<file path="config.mk">
export PLATFORM = sky130hd
export DESIGN_NAME = matrix_scan_controller
export DESIGN_NICKNAME = d
export VERILOG_FILES = /design/src/rtl/matrix_scan_controller.sv
export SDC_FILE = /design/constraint.sdc
export NUM_CORES = 1
export LEC_CHECK = 0
export BUFFER_PORTS_ARGS = -buffer_cell sky130_fd_sc_hd__buf_2
export CAP_MARGIN = 10
export CORE_MARGIN = 5
export CORE_UTILIZATION = 50
export DETAILED_ROUTE_END_ITERATION = 8
export HOLD_SLACK_MARGIN = 0.08
export MAX_ROUTING_LAYER = met4
export PLACE_DENSITY = 0.7
export REMOVE_ABC_BUFFERS = 1
export SYNTH_ARGS = -nofsm -noshare
export SYNTH_HDL_FRONTEND = slang
export SYNTH_SLANG_ARGS = --single-unit
</file>
<file path="constraint.sdc">
create_clock -name clock -period 2.6 [get_ports clock]
set_input_delay 0.52 -clock clock [delete_from_list [all_inputs] [get_ports clock]]
set_output_delay 0.52 -clock clock [all_outputs]
set_load 0.03 [all_outputs]
</file>
<file path="src/rtl/matrix_scan_controller.sv">
// Column-multiplexed scan driver for a 5-column mirrored LED matrix.
// Images are double-buffered and swap only at a frame wrap or while the display is off.
module matrix_scan_controller #(
   parameter int DWELL_CYCLES = 1000,
   parameter int BLANK_CYCLES = 50,
   parameter int BLINK_FRAMES = 50
) (
   input  logic        clock,
   input  logic        reset,
   input  logic        enable,
   input  logic [20:0] image_in,
   input  logic        image_valid,
   output logic        image_ready,
   input  logic        blink,
   output logic [4:0]  col,
   output logic [6:0]  row,
   output logic        frame_done
);

   localparam int DW = $clog2(DWELL_CYCLES);
   localparam int FW = $clog2(BLINK_FRAMES + 1);
   localparam logic [DW-1:0] DWELL_LAST = DW'(DWELL_CYCLES - 1);
   localparam logic [DW-1:0] BLANK_LIM  = DW'(BLANK_CYCLES);
   localparam logic [FW-1:0] FRAME_LAST = FW'(BLINK_FRAMES - 1);

   typedef enum logic [1:0] {S_OFF, S_BLANK, S_DRIVE} scan_state_e;

   scan_state_e   state_q, state_d;
   logic [DW-1:0] dwell_q, dwell_d;
   logic [2:0]    col_idx_q, col_idx_d;
   logic [FW-1:0] frame_cnt_q, frame_cnt_d;
   logic          hidden_q, hidden_d;
   logic [20:0]   active_q, active_d;
   logic [20:0]   pending_q, pending_d;
   logic          pending_full_q, pending_full_d;
   logic [4:0]    col_q, col_d;
   logic [6:0]    row_q, row_d;
   logic          frame_done_q, frame_done_d;
   logic          wrap;

   // Columns 3 and 4 mirror columns 1 and 0.
   function automatic logic [6:0] col_rows(input logic [20:0] img, input logic [2:0] idx);
      case (idx)
         3'd1, 3'd3: col_rows = img[13:7];
         3'd2:       col_rows = img[20:14];
         default:    col_rows = img[6:0];
      endcase
   endfunction

   always_ff @(posedge clock) begin
      if (!reset) begin
         state_q        <= S_OFF;
         dwell_q        <= '0;
         col_idx_q      <= '0;
         frame_cnt_q    <= '0;
         hidden_q       <= 1'b0;
         active_q       <= '0;
         pending_q      <= '0;
         pending_full_q <= 1'b0;
         col_q          <= '0;
         row_q          <= '0;
         frame_done_q   <= 1'b0;
      end else begin
         state_q        <= state_d;
         dwell_q        <= dwell_d;
         col_idx_q      <= col_idx_d;
         frame_cnt_q    <= frame_cnt_d;
         hidden_q       <= hidden_d;
         active_q       <= active_d;
         pending_q      <= pending_d;
         pending_full_q <= pending_full_d;
         col_q          <= col_d;
         row_q          <= row_d;
         frame_done_q   <= frame_done_d;
      end
   end

   always_comb begin
      state_d        = state_q;
      dwell_d        = dwell_q;
      col_idx_d      = col_idx_q;
      frame_cnt_d    = frame_cnt_q;
      hidden_d       = hidden_q;
      active_d       = active_q;
      pending_d      = pending_q;
      pending_full_d = pending_full_q;
      col_d          = '0;
      row_d          = '0;
      wrap           = 1'b0;

      if (!enable || state_q == S_OFF) begin
         dwell_d   = '0;
         col_idx_d = '0;
      end else if (dwell_q == DWELL_LAST) begin
         dwell_d = '0;
         if (col_idx_q == 3'd4) begin
            col_idx_d = '0;
            wrap      = 1'b1;
         end else begin
            col_idx_d = col_idx_q + 3'd1;
         end
      end else begin
         dwell_d = dwell_q + 1'b1;
      end

      if (!enable)
         state_d = S_OFF;
      else if (dwell_d < BLANK_LIM)
         state_d = S_BLANK;
      else
         state_d = S_DRIVE;

      if (!blink) begin
         frame_cnt_d = '0;
         hidden_d    = 1'b0;
      end else if (wrap) begin
         if (frame_cnt_q == FRAME_LAST) begin
            frame_cnt_d = '0;
            hidden_d    = !hidden_q;
         end else begin
            frame_cnt_d = frame_cnt_q + 1'b1;
         end
      end

      // Swap and accept are exclusive: a swap needs a full buffer, an accept an empty one.
      if (pending_full_q && (wrap || !enable)) begin
         active_d       = pending_q;
         pending_full_d = 1'b0;
      end
      if (image_valid && !pending_full_q) begin
         pending_d      = image_in;
         pending_full_d = 1'b1;
      end

      frame_done_d = wrap;
      if (state_d != S_OFF) begin
         col_d = 5'b00001 << col_idx_d;
         if (state_d == S_DRIVE && !hidden_d)
            row_d = col_rows(active_d, col_idx_d);
      end
   end

   assign col         = col_q;
   assign row         = row_q;
   assign frame_done  = frame_done_q;
   assign image_ready = !pending_full_q;

endmodule
</file>
### Yosys cells after proc, flatten, opt, wreduce, memory -nomap -nowiden

Index checks and enable logic that the tools add are counted.

| storage, ports and cells | value |
|---|---|
| output and inout bits | 14 |
| bits of input ports | 26 |
| bits in registers | 78 |

| cells by class | value |
|---|---|
| add/subtract/negate cells | 3 |
| equal/unequal tests | 7 |
| muxes and demuxes | 18 |
| reduce and logical (&&, ||, !) cells | 16 |
| shifts and indexed selects | 1 |
| magnitude comparators | 1 |

Operators by type and width:

| cell | count |
|---|---|
| two-way mux 21 bit | 1 |
| two-way mux 10 bit | 2 |
| one-hot mux 7 bit (2 select lines) | 1 |
| adder 10 x 1 -> 10 bit (second input constant) | 1 |
| == test 10 bit (second input constant) | 1 |
| < comparator 10 x 6 -> 1 bit (second input constant) | 1 |
| two-way mux 3 bit | 3 |
| two-way mux 1 bit | 8 |
| adder 6 x 1 -> 6 bit (second input constant) | 1 |
| == test 3 x 2 -> 1 bit (second input constant) | 2 |
| == test 6 bit (second input constant) | 1 |
| two-way mux 6 bit | 1 |
| left shift 1 x 3 -> 5 bit (first input constant) | 1 |
| zero test 1 bit | 4 |
| two-way mux 2 bit | 2 |
| AND reduction 2 bit | 2 |
| nonzero test 2 bit | 2 |
| adder 3 x 1 -> 3 bit (second input constant) | 1 |
| == test 3 x 1 -> 1 bit (second input constant) | 1 |
| == test 3 bit (second input constant) | 1 |
| logical AND 1 bit | 3 |
| AND reduction 3 bit | 1 |
| == test 2 bit (second input constant) | 1 |
| zero test 2 bit | 1 |
| other kinds (2) | 3 |

### Logic depth before layout (Yosys ltp)

Gate-level depths: netlist (run 1).

| logic depth | value |
|---|---|
| depth in word-level cells | 9 |
| mapped depth | 10 |

### Worst setup path before layout (run 1)

Ideal clock, no wire load.

| timing path | value |
|---|---|
| path kind | reg2reg |
| start | register dwell_q[0] |
| end | register row_q[1] (netlist: row[1]) |
| buffers on the path | 1 |
| period minus slack after synthesis | 2.199 ns |
| path slack | 0.401 ns |
| cell stages (with the launch flop) | 9 |
| arrival time | 2.114 ns |
| required time | 2.514 ns |
| setup time | 0.086 ns |
| cells stage by stage | dfxtp_1 ha_1 nand3b_4 nor4_4 o21ai_2 buf_2 mux2i_1 o22a_2 a211oi_1 |

| on the way | value |
|---|---|
| longest elaborated chain between the ends | 9 |
| elaborated cells between the ends (all ways) | 26 |
| those cells by class | 1 x add/sub; 1 x order compare; 5 x eq/ne; 12 x mux; 7 x reduce/logical |

RTL lines:

| what | line | text |
|---|---|---|
| from (decl) | 29 | `logic [DW-1:0] dwell_q, dwell_d;` |
| from (signal assigned) | 65 | `dwell_q <= dwell_d;` |
| adder 10 x 1 -> 10 bit / == test 10 bit (equally long branches) | 103, 94 |  |
| two-way mux 10 bit | 94 | `end else if (dwell_q == DWELL_LAST) begin` |
| two-way mux 10 bit | 91 | `if (!enable \|\| state_q == S_OFF) begin` |
| < comparator 10 x 6 -> 1 bit | 108 | `else if (dwell_d < BLANK_LIM)` |
| two-way mux 2 bit | 108 |  |
| two-way mux 2 bit | 106 | `if (!enable)` |
| == test 2 bit | 138 | `if (state_d == S_DRIVE && !hidden_d)` |
| logical AND 1 bit | 138 |  |
| AND reduction 3 bit (no line) | -- |  |
| to (signal assigned) | 73 | `row_q <= row_d;` |
| to (decl) | 37 | `logic [6:0] row_q, row_d;` |

Parallel ways exist; a longest one is shown, timed or not.
A chain may end at the register's enable or synchronous reset.

### Final worst setup path (run 1)

| timing path | value |
|---|---|
| start | register dwell_q[0] |
| end | register row_q[2] (netlist: row[2]) |

The elaborated chain is that of the path after synthesis.

==> results of run 1 <==
==> area by class of cell <==
cell class,instances,share of cell area
clock inverters,4,0.01951
repair buffers,47,0.07198
flip-flops and latches,78,0.4198
well taps,77,0.02590
inverters,10,0.01009
clock buffers,11,0.03532
multi-input cells,245,0.4174
==> sequential cells by signal, summed over array words and instances, names as in the netlist <==
name	count
frame_cnt_q	6
col_idx_q	3
state_q	2
row	7
frame_done	1
pending_q	21
col	5
active_q	21
pending_full_q	1
dwell_q	10
hidden_q	1
==> synthesized netlist by cell type, types with 2 or more instances <==
cell type / number
nor2_1: 34
and4_1: 2
ha_1: 5
a21oi_1: 25
mux2_1: 2
nand2b_1: 3
o21ai_1: 2
nand2_1: 55
o22a_2: 4
mux2_2: 5
a21o_1: 2
xor2_1: 5
mux2i_1: 15
xnor2_1: 5
nor3_1: 6
dfxtp_1: 78
nand3_1: 16
clkbuf_1: 10
inv_1: 9
nand4_1: 6
buf_2: 4
a211oi_1: 6
o22a_1: 3
or3_1: 4
and2_1: 11
a31oi_1: 2
nor2b_1: 5
==> power by group <==
group          leakage (uW)  internal (uW)  switching (uW)
logic              0.000841           50.7            75.7
clock network     0.0000994            535             414
registers          0.000633           1220            13.2
==> placed cells by master, fill, tap and decap left out, types with 3 or more instances in the layout <==
cell type  synthesis  final
nand3_1           16     16
inv_1              9      9
o22a_2             4      4
xnor2_1            5      5
buf_4              1      7
a211oi_1           6      6
a21oi_1           25     25
mux2i_1           15     15
nand2b_1           3      3
nor2b_1            5      5
buf_2              4     39
mux2_2             5      5
nand4_1            6      6
xor2_1             5      5
nor3_1             6      6
clkbuf_8           0      9
nand2_1           55     55
and2_1            11     11
ha_1               5      5
or3_1              4      4
nor2_1            34     34
o22a_1             3      3
dfxtp_1           78     78
==> path summary, 6_finish.rpt <==
| check | startpoint | endpoint | slack, ns |
|---|---|---|---|
| worst min register to register | pending_q[10]$_SDFFE_PN0P_ | pending_q[10]$_SDFFE_PN0P_ | 0.46 |
| worst min-delay path | image_in[17] | pending_q[17]$_SDFFE_PN0P_ | 0.40 |
| worst max-delay path | dwell_q[0]$_SDFF_PP0_ | row[2]$_SDFF_PN0_ | 0.19 |
| worst max register to register | dwell_q[0]$_SDFF_PP0_ | row[2]$_SDFF_PN0_ | 0.19 |
==> logic make-up after synthesis <==
logic type / Yosys count / share of synthesized area
AO/OA/AOI/OAI: 57 / 0.1248
XOR/XNOR: 10 / 0.02705
adder cells (fa/ha/maj): 5 / 0.01932
buffers and inverters: 27 / 0.03980
flip-flops: 78 / 0.4822
multiplexers: 22 / 0.07071
AND/OR/NAND/NOR: 151 / 0.2361
==> per-stage QoR <==
stage / std cells / total power (uW) / area, sq um
2_1_floorplan: 333 / 1333 / 3147
4_1_cts: 472 / 2324 / 3715
6_report: 472 / 2310 / 3720
3_3_place_gp: 457 / 1386 / 3511
3_5_place_dp: 457 / 1389 / 3511
5_1_grt: 472 / 2402 / 3720
==> routing by layer <==
metal	global-route usage	wire [um]	part of all wire
met2	0.2839	3068	0.46
met5	-	0	0
met4	0.07072	107	0.016
met3	0.03833	245	0.037
met1	0.2129	3202	0.48
==> repair_timing <==
item                                    4_1_cts  5_1_grt
resized for setup                             0        1
hold endpoints to repair                      0        0
endpoints found under the setup margin        0        3
==> worst max-delay path: cells and delay by family (launching register included) <==
family / cells / cell delay [ns]
AOI/OAI and AO/OA: 4 / 0.98
DFF: 1 / 0.39
adders and majority gates: 1 / 0.31
and+or+nand+nor: 2 / 0.64
==> implementation parameters, run 1 <==
Parameter                              Value

Critical path
  Crit path required time    around 2.9 ns
  Slowest-stage cell, CP    nand4bb_2
  CP endpoint kind    flop
  WS Path Type    flop to flop
  CP Cell Sequence    ha_1 > nand3b_4 > o41ai_2 > o21ai_1 > nand4bb_2 > o22a_2 > a211oi_1
  Highest fanout seen on the critical path    14
  Worst Path Arrival    2.67 ns
  Crit-path max cell delay    between 0.4 and 0.5 ns
  Crit path launch type    flop
  Worst-case reg-to-reg path depth    7

Cells and area
  Fraction of layout instances using a drive strength above 1    0.2101
  Combined area of the multi-input logic cells    about 1600 sq um
  FILL cells    between 500 and 600
  Antenna diode instance count    0
  Post-synthesis to final-layout area growth    14.88%
  Post-layout util    0.5892
  Reg area    around 1600 sq um
  Number of nets at the end of the flow    422

Outcome
  Outcome    finished, final reports clean

STA
  Hold violation total from the final report    0
  Minimum period implied by the final worst setup slack    between 2 and 2.5 ns
  Sum Neg Setup Slack    0 ns
  Number of pins with negative max-slew slack in the final report    0
  Final critical-path setup slack    0.1936 ns
  Achievable Freq    a little over 400 MHz
  Unrepaired setup endpoints after global routing    no
  Final setup violation count    0
  Actual transition at the worst max-transition pin    ~0.73 ns
  Worst Clk Skew    ~0.0086 ns
  Post-route fraction of the period consumed by the critical path    0.9255
  Headroom to the max-slew limit    0.5148
  Hold slack    around 0.40 ns

Die
  Io pins    40
  Starting density of the core    0.5129
  Area of the placeable core    roughly 6300 sq um
  Standard-cell row count    29
  Floorplan die height    roughly 90 um
  Width of the die    90.48 um
  DIE AREA    between 8000 and 9000 sq um

Detailed routing
  Wire length per cell after detailed routing    around 14 um
  Iteration count of the initial detailed-routing pass    4
  Vias/cell    between 5 and 6
  Residual antenna-violating net count after detailed routing    0
  Number of design rule violations left after detail routing    0
  Total detailed-routing wirelength    about 6600 um
  Number of violations reported at the end of detailed-routing iteration 0    100
  Vias post-DR    about 2500

Clocking
  Clock latency on the worst-skew pair    0.34 ns
  Post-CTS Setup Repair Bufs    0
  TritonCTS Buffers    9
  Post-CTS Hold Fix Bufs    0
  TritonCTS sink count    between 70 and 80
  Cell at the root of the clock tree    clkbuf_8
  Clock-pin slew on the worst setup and hold paths    about 0.080 ns
  Clock tree from TritonCTS    done
  Maximum clock path buffer count    2
  CTS H-tree lvls    3

Yosys
  Cells after synthesis    350
  Sequential area share after synthesis    0.4822
  Cell Area, Synth    3238 sq um
  Most area-consuming cells after synthesis    dfxtp_1 (48%), nand2_1 (6.4%), mux2i_1 (4.6%)
  Post-synth EDFFs    0
  Fraction of synthesized cell area taken by the top area cell type    0.4822
  Yosys synthesis warning count    0
  Mean instance size in the synthesized netlist    9.252 sq um
  Netlist cell types    53
  Post-synth top flop    dfxtp_1
  Number of storage elements in the synthesis netlist    slightly below 80
  Post-synthesis async set-or-reset flop share    0
  Cell taking the most area after synthesis    dfxtp_1

Pwr
  Leak Pwr    0.001573 uW
  Total power density per cell area    roughly 620 nW/um^2
  Peak supply drop    412.0 uV

Global routing
  Initial antenna violation count    0
  Combined global-route utilization of all metal layers    0.1759
  Number of global-route vias before repair    ~2500
  Maximum number of pins on one net before global-route repair    43
  Total congestion overflow after global routing    0
  Global-route wire length before repair    roughly 12000 um

Worst hold path
  Hold path cells    3
  Type of the tightest min-delay check    input port to flop

Placement
  Placer Congestion    0.8670
  Post-DP HPWL    around 4700 um
  Count of input and output buffers    39
  Setup WS pre-CTS    around 0.17 ns

Run
  Max-cap check violation count    0
No activity file was read; power rests on OpenSTA's default activity.
==> run 2: changes to the inputs <==
Settings changed: CORE_UTILIZATION 50 to 40, PLACE_DENSITY 0.7 to not set.
==> run 2 against run 1 <==
Net effect: register-to-register slack worse by 0.05 ns; clock skew is 0.0022 ns higher; via count decreased by 2.2%; worst hold slack better by 0.0056 ns; highest routed layer unchanged; final cell count rose by 5.7%; global-route usage shrank 2.7 points; sequential share of layout area shrank 0.28 points; critical path type unchanged; count of clock-buffer cells in the layout rose by 1; first-iteration DRC count increased by 9.0%; maximum frequency is 2.0% lower; combinational power is 3% higher.
==> implementation parameters, run 2 (same netlist as run 1, synthesis figures left out) <==
Parameter                              Value

Clocking
  CTS H-tree lvls    3 (unchanged)
  TritonCTS sink count    78 (unchanged)
  Post-CTS Hold Fix Bufs    0 (unchanged)
  TritonCTS Buffers    9 (unchanged)
  Clock-pin slew on the worst setup and hold paths    0.08 ns (about the same)
  Maximum clock path buffer count    2 (unchanged)
  Cell at the root of the clock tree    clkbuf_8 (unchanged)
  Clock latency on the worst-skew pair    0.34 ns (about the same)
  Clock tree from TritonCTS    done (unchanged)

Detailed routing
  Vias/cell    4.954 (was 5.356)
  Total detailed-routing wirelength    6886 um (was 6624 um)
  Residual antenna-violating net count after detailed routing    0 (unchanged)
  Number of violations reported at the end of detailed-routing iteration 0    109 (was 100)
  Number of design rule violations left after detail routing    0 (unchanged)
  Vias post-DR    2472 (was 2528)
  Iteration count of the initial detailed-routing pass    4 (unchanged)
  Wire length per cell after detailed routing    13.80 um (was 14.03 um)

Cells and area
  Commonest non-fill, non-tap cell in the layout    dfxtp_1 (unchanged)
  Highest-count cells in the layout ignoring fill and taps    dfxtp_1 (78), nand2_1 (55), buf_2 (39), nor2_1 (34), a21oi_1 (25) (unchanged)
  Fraction of layout instances using a drive strength above 1    0.2191 (was 0.2101)
  Registers with the highest flip-flop counts    active_q (21), pending_q (21), dwell_q (10) (unchanged)
  Number of nets at the end of the flow    424 (was 422)
  Non-filler instance count after layout    499 (was 472)
  Post-synthesis to final-layout area growth    15.65% (was 14.88%)
  Antenna diode instance count    0 (unchanged)
  Post-layout util    0.4796 (was 0.5892)

STA
  Post-route fraction of the period consumed by the critical path    0.9446 (was 0.9255)
  Sum Neg Setup Slack    0 ns (unchanged)
  Worst Clk Skew    0.01082 ns (was 0.008588 ns)
  Headroom to the max-slew limit    0.4505 (was 0.5148)
  Number of pins with negative max-slew slack in the final report    0 (unchanged)
  Hold slack    0.4076 ns (was 0.4020 ns)
  Hold violation total from the final report    0 (unchanged)
  Unrepaired setup endpoints after global routing    no (unchanged)
  Actual transition at the worst max-transition pin    0.8223 ns (was 0.7260 ns)
  Final setup violation count    0 (unchanged)
  Achievable Freq    407.2 MHz (was 415.6 MHz)
  Minimum period implied by the final worst setup slack    2.456 ns (was 2.406 ns)

Global routing
  Total congestion overflow after global routing    0 (unchanged)
  Global-route wire length before repair    11520 um (was 11560 um)
  Initial antenna violation count    0 (unchanged)
  Number of global-route vias before repair    2397 (was 2549)
  Maximum number of pins on one net before global-route repair    43 (unchanged)
  Combined global-route utilization of all metal layers    0.1494 (was 0.1759)

Placement
  Post-DP HPWL    4912 um (was 4742 um)
  Placer Congestion    0.9520 (was 0.8670)
  Cell Count Post-Placement    484 (was 457)
  Count of input and output buffers    39 (unchanged)

Critical path
  Worst-case reg-to-reg path depth    7 (unchanged)
  Worst R2R Setup Slack    0.14 ns (was 0.19 ns)
  CP endpoint kind    flop (unchanged)
  Crit path required time    2.85 ns (was 2.86 ns)
  Worst Path Arrival    2.71 ns (was 2.67 ns)
  WS Path Type    flop to flop (unchanged)
  Crit path launch type    flop (unchanged)
  Highest fanout seen on the critical path    14 (unchanged)

Worst hold path
  Hold path cells    3 (unchanged)
  Type of the tightest min-delay check    input port to flop (unchanged)

Die
  Standard-cell row count    32 (was 29)
  Width of the die    99.98 um (was 90.48 um)
  Floorplan die height    99.98 um (was 90.48 um)
  Io pins    40 (unchanged)
  Area of the placeable core    7807 sq um (was 6314 sq um)
  DIE AREA    9995 sq um (was 8186 sq um)
  Starting density of the core    0.4147 (was 0.5129)

Outcome
  Outcome    finished, final reports clean (unchanged)

Run
  Max-cap check violation count    0 (unchanged)

Pwr
  Total power density per cell area    584.8 nW/um^2 (was 620.9 nW/um^2)
  Post-layout total power    2190 uW (was 2310 uW)
  Leak Pwr    0.001578 uW (was 0.001573 uW)
  Peak supply drop    234.6 uV (was 412.0 uV)
-- run 2: cell count changes in the layout (fill, tap and decap cells not counted) --
cell / change
buf_4: +3
clkbuf_8: +3
bufinv_16: -2
clkbuf_1: -2
buf_12: -1
clkinv_2: +1
clkinv_4: +1
clkinvlp_4: -1
nand4bb_2: -1
nand4bb_4: +1
-- run 2: worst paths after layout --
check / startpoint / to
max: dwell_q[0]$_SDFF_PP0_ / row[3]$_SDFF_PN0_
min: image_in[3] / pending_q[3]$_SDFFE_PN0P_
max reg2reg: dwell_q[0]$_SDFF_PP0_ / row[3]$_SDFF_PN0_
min reg2reg: pending_q[2]$_SDFFE_PN0P_ / pending_q[2]$_SDFFE_PN0P_
-- run 2: layer usage --
| metal | part of all wire | GRT usage | wire, um |
|---|---|---|---|
| met1 | 0.50 | 0.1909 | 3409 |
| met2 | 0.45 | 0.2278 | 3088 |
| met3 | 0.045 | 0.03475 | 307 |
| met4 | 0.012 | 0.06218 | 80 |
| met5 | 0 | - | 0 |
-- run 2: what timing repair did --
item / CTS / global route
buffers inserted: 0 / 0
setup endpoints to repair: 0 / 7
resized for setup: 0 / 2
-- run 2: area by class of cell --
type	instances	area, sq um
Clock buffer	12	165.2
Inverter	10	37.54
Multi-Input combinational cell	245	1564
Sequential cell	78	1562
Fill cell	764	4063
Clock inverter	3	18.77
Timing Repair Buffer	49	270.3
Tap cell	102	127.6
-- run 2: per-stage QoR --
| step | area, sq um | setup WS [ns] |
|---|---|---|
| after global routing | 3745 | 0.01025 |
| after CTS | 3729 | 0.1129 |
| after floorplan | 3147 | 0.1903 |
| after global placement | 3545 | 0.2651 |
| after detailed placement | 3545 | 0.1395 |
| final | 3745 | 0.1441 |
-- run 2: where the power goes --
group	switching, uW	internal, uW
Clock	409	418
Combinational	78.4	51.3
Sequential	12.5	1220
Total	500	1690
-- run 2: worst max-delay path, cell delays in order, from the launching register on --
cell      delay (ns)
dfxtp_1         0.39
ha_1            0.31
and3b_1         0.26
nand4_1         0.21
a21o_1          0.29
or2_1           0.40
o22a_2          0.29
a211oi_1        0.22
==> run 3: changes to the inputs <==
Clock period 2.6 ns to 3 ns, I/O delays scaled along.
==> run 3 against run 2 <==
Net effect: flip-flop and latch count unchanged; non-clock buffer count shrank 5; routed wire length fell by 2.0%.
==> implementation parameters, run 3 (same netlist as run 1, synthesis figures left out) <==
Parameter                              Value

Cells and area
  Highest-count cells in the layout ignoring fill and taps    dfxtp_1 (78), nand2_1 (55), buf_2 (39), nor2_1 (34), a21oi_1 (25) (unchanged)
  Commonest non-fill, non-tap cell in the layout    dfxtp_1 (unchanged)
  Registers with the highest flip-flop counts    active_q (21), pending_q (21), dwell_q (10) (unchanged)
  Fraction of layout instances using a drive strength above 1    0.2041 (was 0.2191)
  Post-synthesis to final-layout area growth    14.45% (was 15.65%)
  Number of nets at the end of the flow    419 (was 424)
  Antenna diode instance count    0 (unchanged)

Critical path
  Slowest-stage cell, CP    a2111oi_1 (was or2_1)
  Worst R2R Setup Slack    0.55 ns (was 0.14 ns)
  RR Startpoint    dwell_q[0]$_SDFF_PP0_ (unchanged)
  CP Cell Sequence    ha_1 > and3b_1 > nand3_1 > a21bo_2 > a2111oi_1 > o31ai_2 > buf_4 > a211oi_1 (was ha_1 > and3b_1 > nand4_1 > a21o_1 > or2_1 > o22a_2 > a211oi_1)
  CP endpoint kind    flop (unchanged)
  Highest fanout seen on the critical path    8 (was 14)
  Timing startpoint of the critical path    dwell_q[0]$_SDFF_PP0_ (unchanged)
  WS Path Type    flop to flop (unchanged)
  Worst Path Arrival    2.71 ns (about the same)
  Crit path required time    3.26 ns (was 2.85 ns)
  Crit-path max cell delay    0.55 ns (was 0.40 ns)
  Crit path launch type    flop (unchanged)
  Capturing instance or port of the critical path    row[1]$_SDFF_PN0_ (was row[3]$_SDFF_PN0_)
  Worst-case reg-to-reg path depth    8 (was 7)
  Reg2Reg Capture Point    row[1]$_SDFF_PN0_ (was row[3]$_SDFF_PN0_)

Pwr
  Sequential share of power    0.545 (was 0.563)
  Peak supply drop    187.4 uV (was 234.6 uV)
  Switching power total    439.0 uW (was 499.5 uW)
  Switching fraction of total power    0.2236 (was 0.2281)
  Post-layout total power    1964 uW (was 2190 uW)
  Total power density per cell area    529.9 nW/um^2 (was 584.8 nW/um^2)
  P_int    1525 uW (was 1691 uW)
  Proportion of power drawn by combinational gates    0.054 (was 0.059)
  Clock power frac    0.401 (was 0.378)
  Leak Pwr    0.001555 uW (was 0.001578 uW)

Detailed routing
  Residual antenna-violating net count after detailed routing    0 (unchanged)
  Wire length per cell after detailed routing    13.66 um (was 13.80 um)
  Total detailed-routing wirelength    6749 um (was 6886 um)
  Vias post-DR    2464 (was 2472)
  Vias/cell    4.988 (was 4.954)
  Number of violations reported at the end of detailed-routing iteration 0    82 (was 109)
  Iteration count of the initial detailed-routing pass    4 (unchanged)
  Number of design rule violations left after detail routing    0 (unchanged)

Clocking
  CTS H-tree lvls    3 (unchanged)
  Post-CTS Hold Fix Bufs    0 (unchanged)
  TritonCTS sink count    78 (unchanged)
  Clock latency on the worst-skew pair    0.34 ns (about the same)
  Maximum clock path buffer count    2 (unchanged)
  Clock tree from TritonCTS    done (unchanged)
  Cell at the root of the clock tree    clkbuf_8 (unchanged)
  Post-CTS Setup Repair Bufs    0 (unchanged)
  TritonCTS Buffers    9 (unchanged)
  Clock-pin slew on the worst setup and hold paths    0.08 ns (about the same)
  Number of instances resized during post-cts repair    0 (unchanged)

Global routing
  Initial antenna violation count    0 (unchanged)
  Number of global-route vias before repair    2379 (was 2397)
  Maximum number of pins on one net before global-route repair    43 (unchanged)
  Global-route wire length before repair    11520 um (unchanged)
  Combined global-route utilization of all metal layers    0.1481 (was 0.1494)
  Total congestion overflow after global routing    0 (unchanged)

STA
  Headroom to the max-slew limit    0.4416 (was 0.4505)
  Unrepaired setup endpoints after global routing    no (unchanged)
  Minimum period implied by the final worst setup slack    2.450 ns (was 2.456 ns)
  Final setup violation count    0 (unchanged)
  Post-route fraction of the period consumed by the critical path    0.8167 (was 0.9446)
  Sum Neg Setup Slack    0 ns (unchanged)
  Achievable Freq    408.1 MHz (was 407.2 MHz)
  Actual transition at the worst max-transition pin    0.8356 ns (was 0.8223 ns)
  Worst Clk Skew    0.01077 ns (was 0.01082 ns)
  Hold violation total from the final report    0 (unchanged)
  Number of pins with negative max-slew slack in the final report    0 (unchanged)

Placement
  Placer Congestion    0.8700 (was 0.9520)
  Post-DP HPWL    4733 um (was 4912 um)
  Count of input and output buffers    39 (unchanged)

Outcome
  Outcome    finished, final reports clean (unchanged)

Die
  Starting density of the core    0.4147 (unchanged)
  Floorplan die height    99.98 um (unchanged)
  Width of the die    99.98 um (unchanged)
  Io pins    40 (unchanged)
  Standard-cell row count    32 (unchanged)
  Area of the placeable core    7807 sq um (unchanged)
  DIE AREA    9995 sq um (unchanged)

Worst hold path
  Type of the tightest min-delay check    flop to flop (was input port to flop)

Run
  Max-cap check violation count    0 (unchanged)
run 3: changes by cell type in the layout (fill, tap and decap cells not counted), sizes merged:
cell,delta
buf,-5
bufinv,+1
clkinv,-1
run 3: per-stage QoR:
| step | util | hold WS, ns | worst slack (ns) | cell area [sq um] | instances |
|---|---|---|---|---|---|
| after floorplan | - | 0.4322 | 0.5103 | 3147 | 333 |
| after global placement | 0.4492 | 0.4458 | 0.5369 | 3507 | 479 |
| after detailed placement | 0.4492 | 0.4523 | 0.4982 | 3507 | 479 |
| after CTS | 0.4747 | 0.4651 | 0.5583 | 3706 | 494 |
| after global routing | 0.4747 | 0.4770 | 0.3470 | 3706 | 494 |
| final | 0.4747 | 0.4614 | 0.5499 | 3706 | 494 |
run 3: critical path, delay by kind of cell, from the launching register on:
kind | cells | cell delay (ns)
flip-flops | 1 | 0.34
buffers and inverters | 1 | 0.18
AO/OA/AOI/OAI | 4 | 1.10
AND/OR/NAND/NOR | 2 | 0.45
adder cells (fa/ha/maj) | 1 | 0.29
run 3: final cells by class:
cell class	count	area, sq um
clock inverters	3	43.79
well taps	102	127.6
multi-input cells	245	1548
fillers	769	4101
clock buffers	12	155.1
repair buffers	44	232.7
inverters	10	37.54
flip-flops and latches	78	1562
run 3: per-layer routing:
layer  global-route usage  share of wire  vias to the layer above
met5                    -              0                        -
met4              0.05285          0.018                        0
met3              0.03961          0.052                       12
met2               0.2145           0.43                       51
met1               0.1991           0.50                     1116
li1                     -              -                     1285
run 3: worst min-delay path by stage:
stage	slack (ns)	from	end	cells after the start
detailed placement	0.45	pending_q[14]$_SDFFE_PN0P_	pending_q[14]$_SDFFE_PN0P_	2
finish	0.46	pending_q[18]$_SDFFE_PN0P_	pending_q[18]$_SDFFE_PN0P_	2
floorplan	0.43	pending_q[5]$_SDFFE_PN0P_	pending_q[5]$_SDFFE_PN0P_	2
global placement	0.45	pending_q[19]$_SDFFE_PN0P_	pending_q[19]$_SDFFE_PN0P_	2
CTS	0.47	pending_q[14]$_SDFFE_PN0P_	pending_q[14]$_SDFFE_PN0P_	2
global route	0.48	image_in[2]	pending_q[2]$_SDFFE_PN0P_	3
run 3: power by group through the flow:
stage	logic [uW]	registers (uW)	clock network [uW]
3_5_place_dp	109	1090	0
4_1_cts	109	1070	810
3_3_place_gp	107	1090	0
6_report	107	1070	788
2_1_floorplan	63.8	1090	0
5_1_grt	122	1070	865
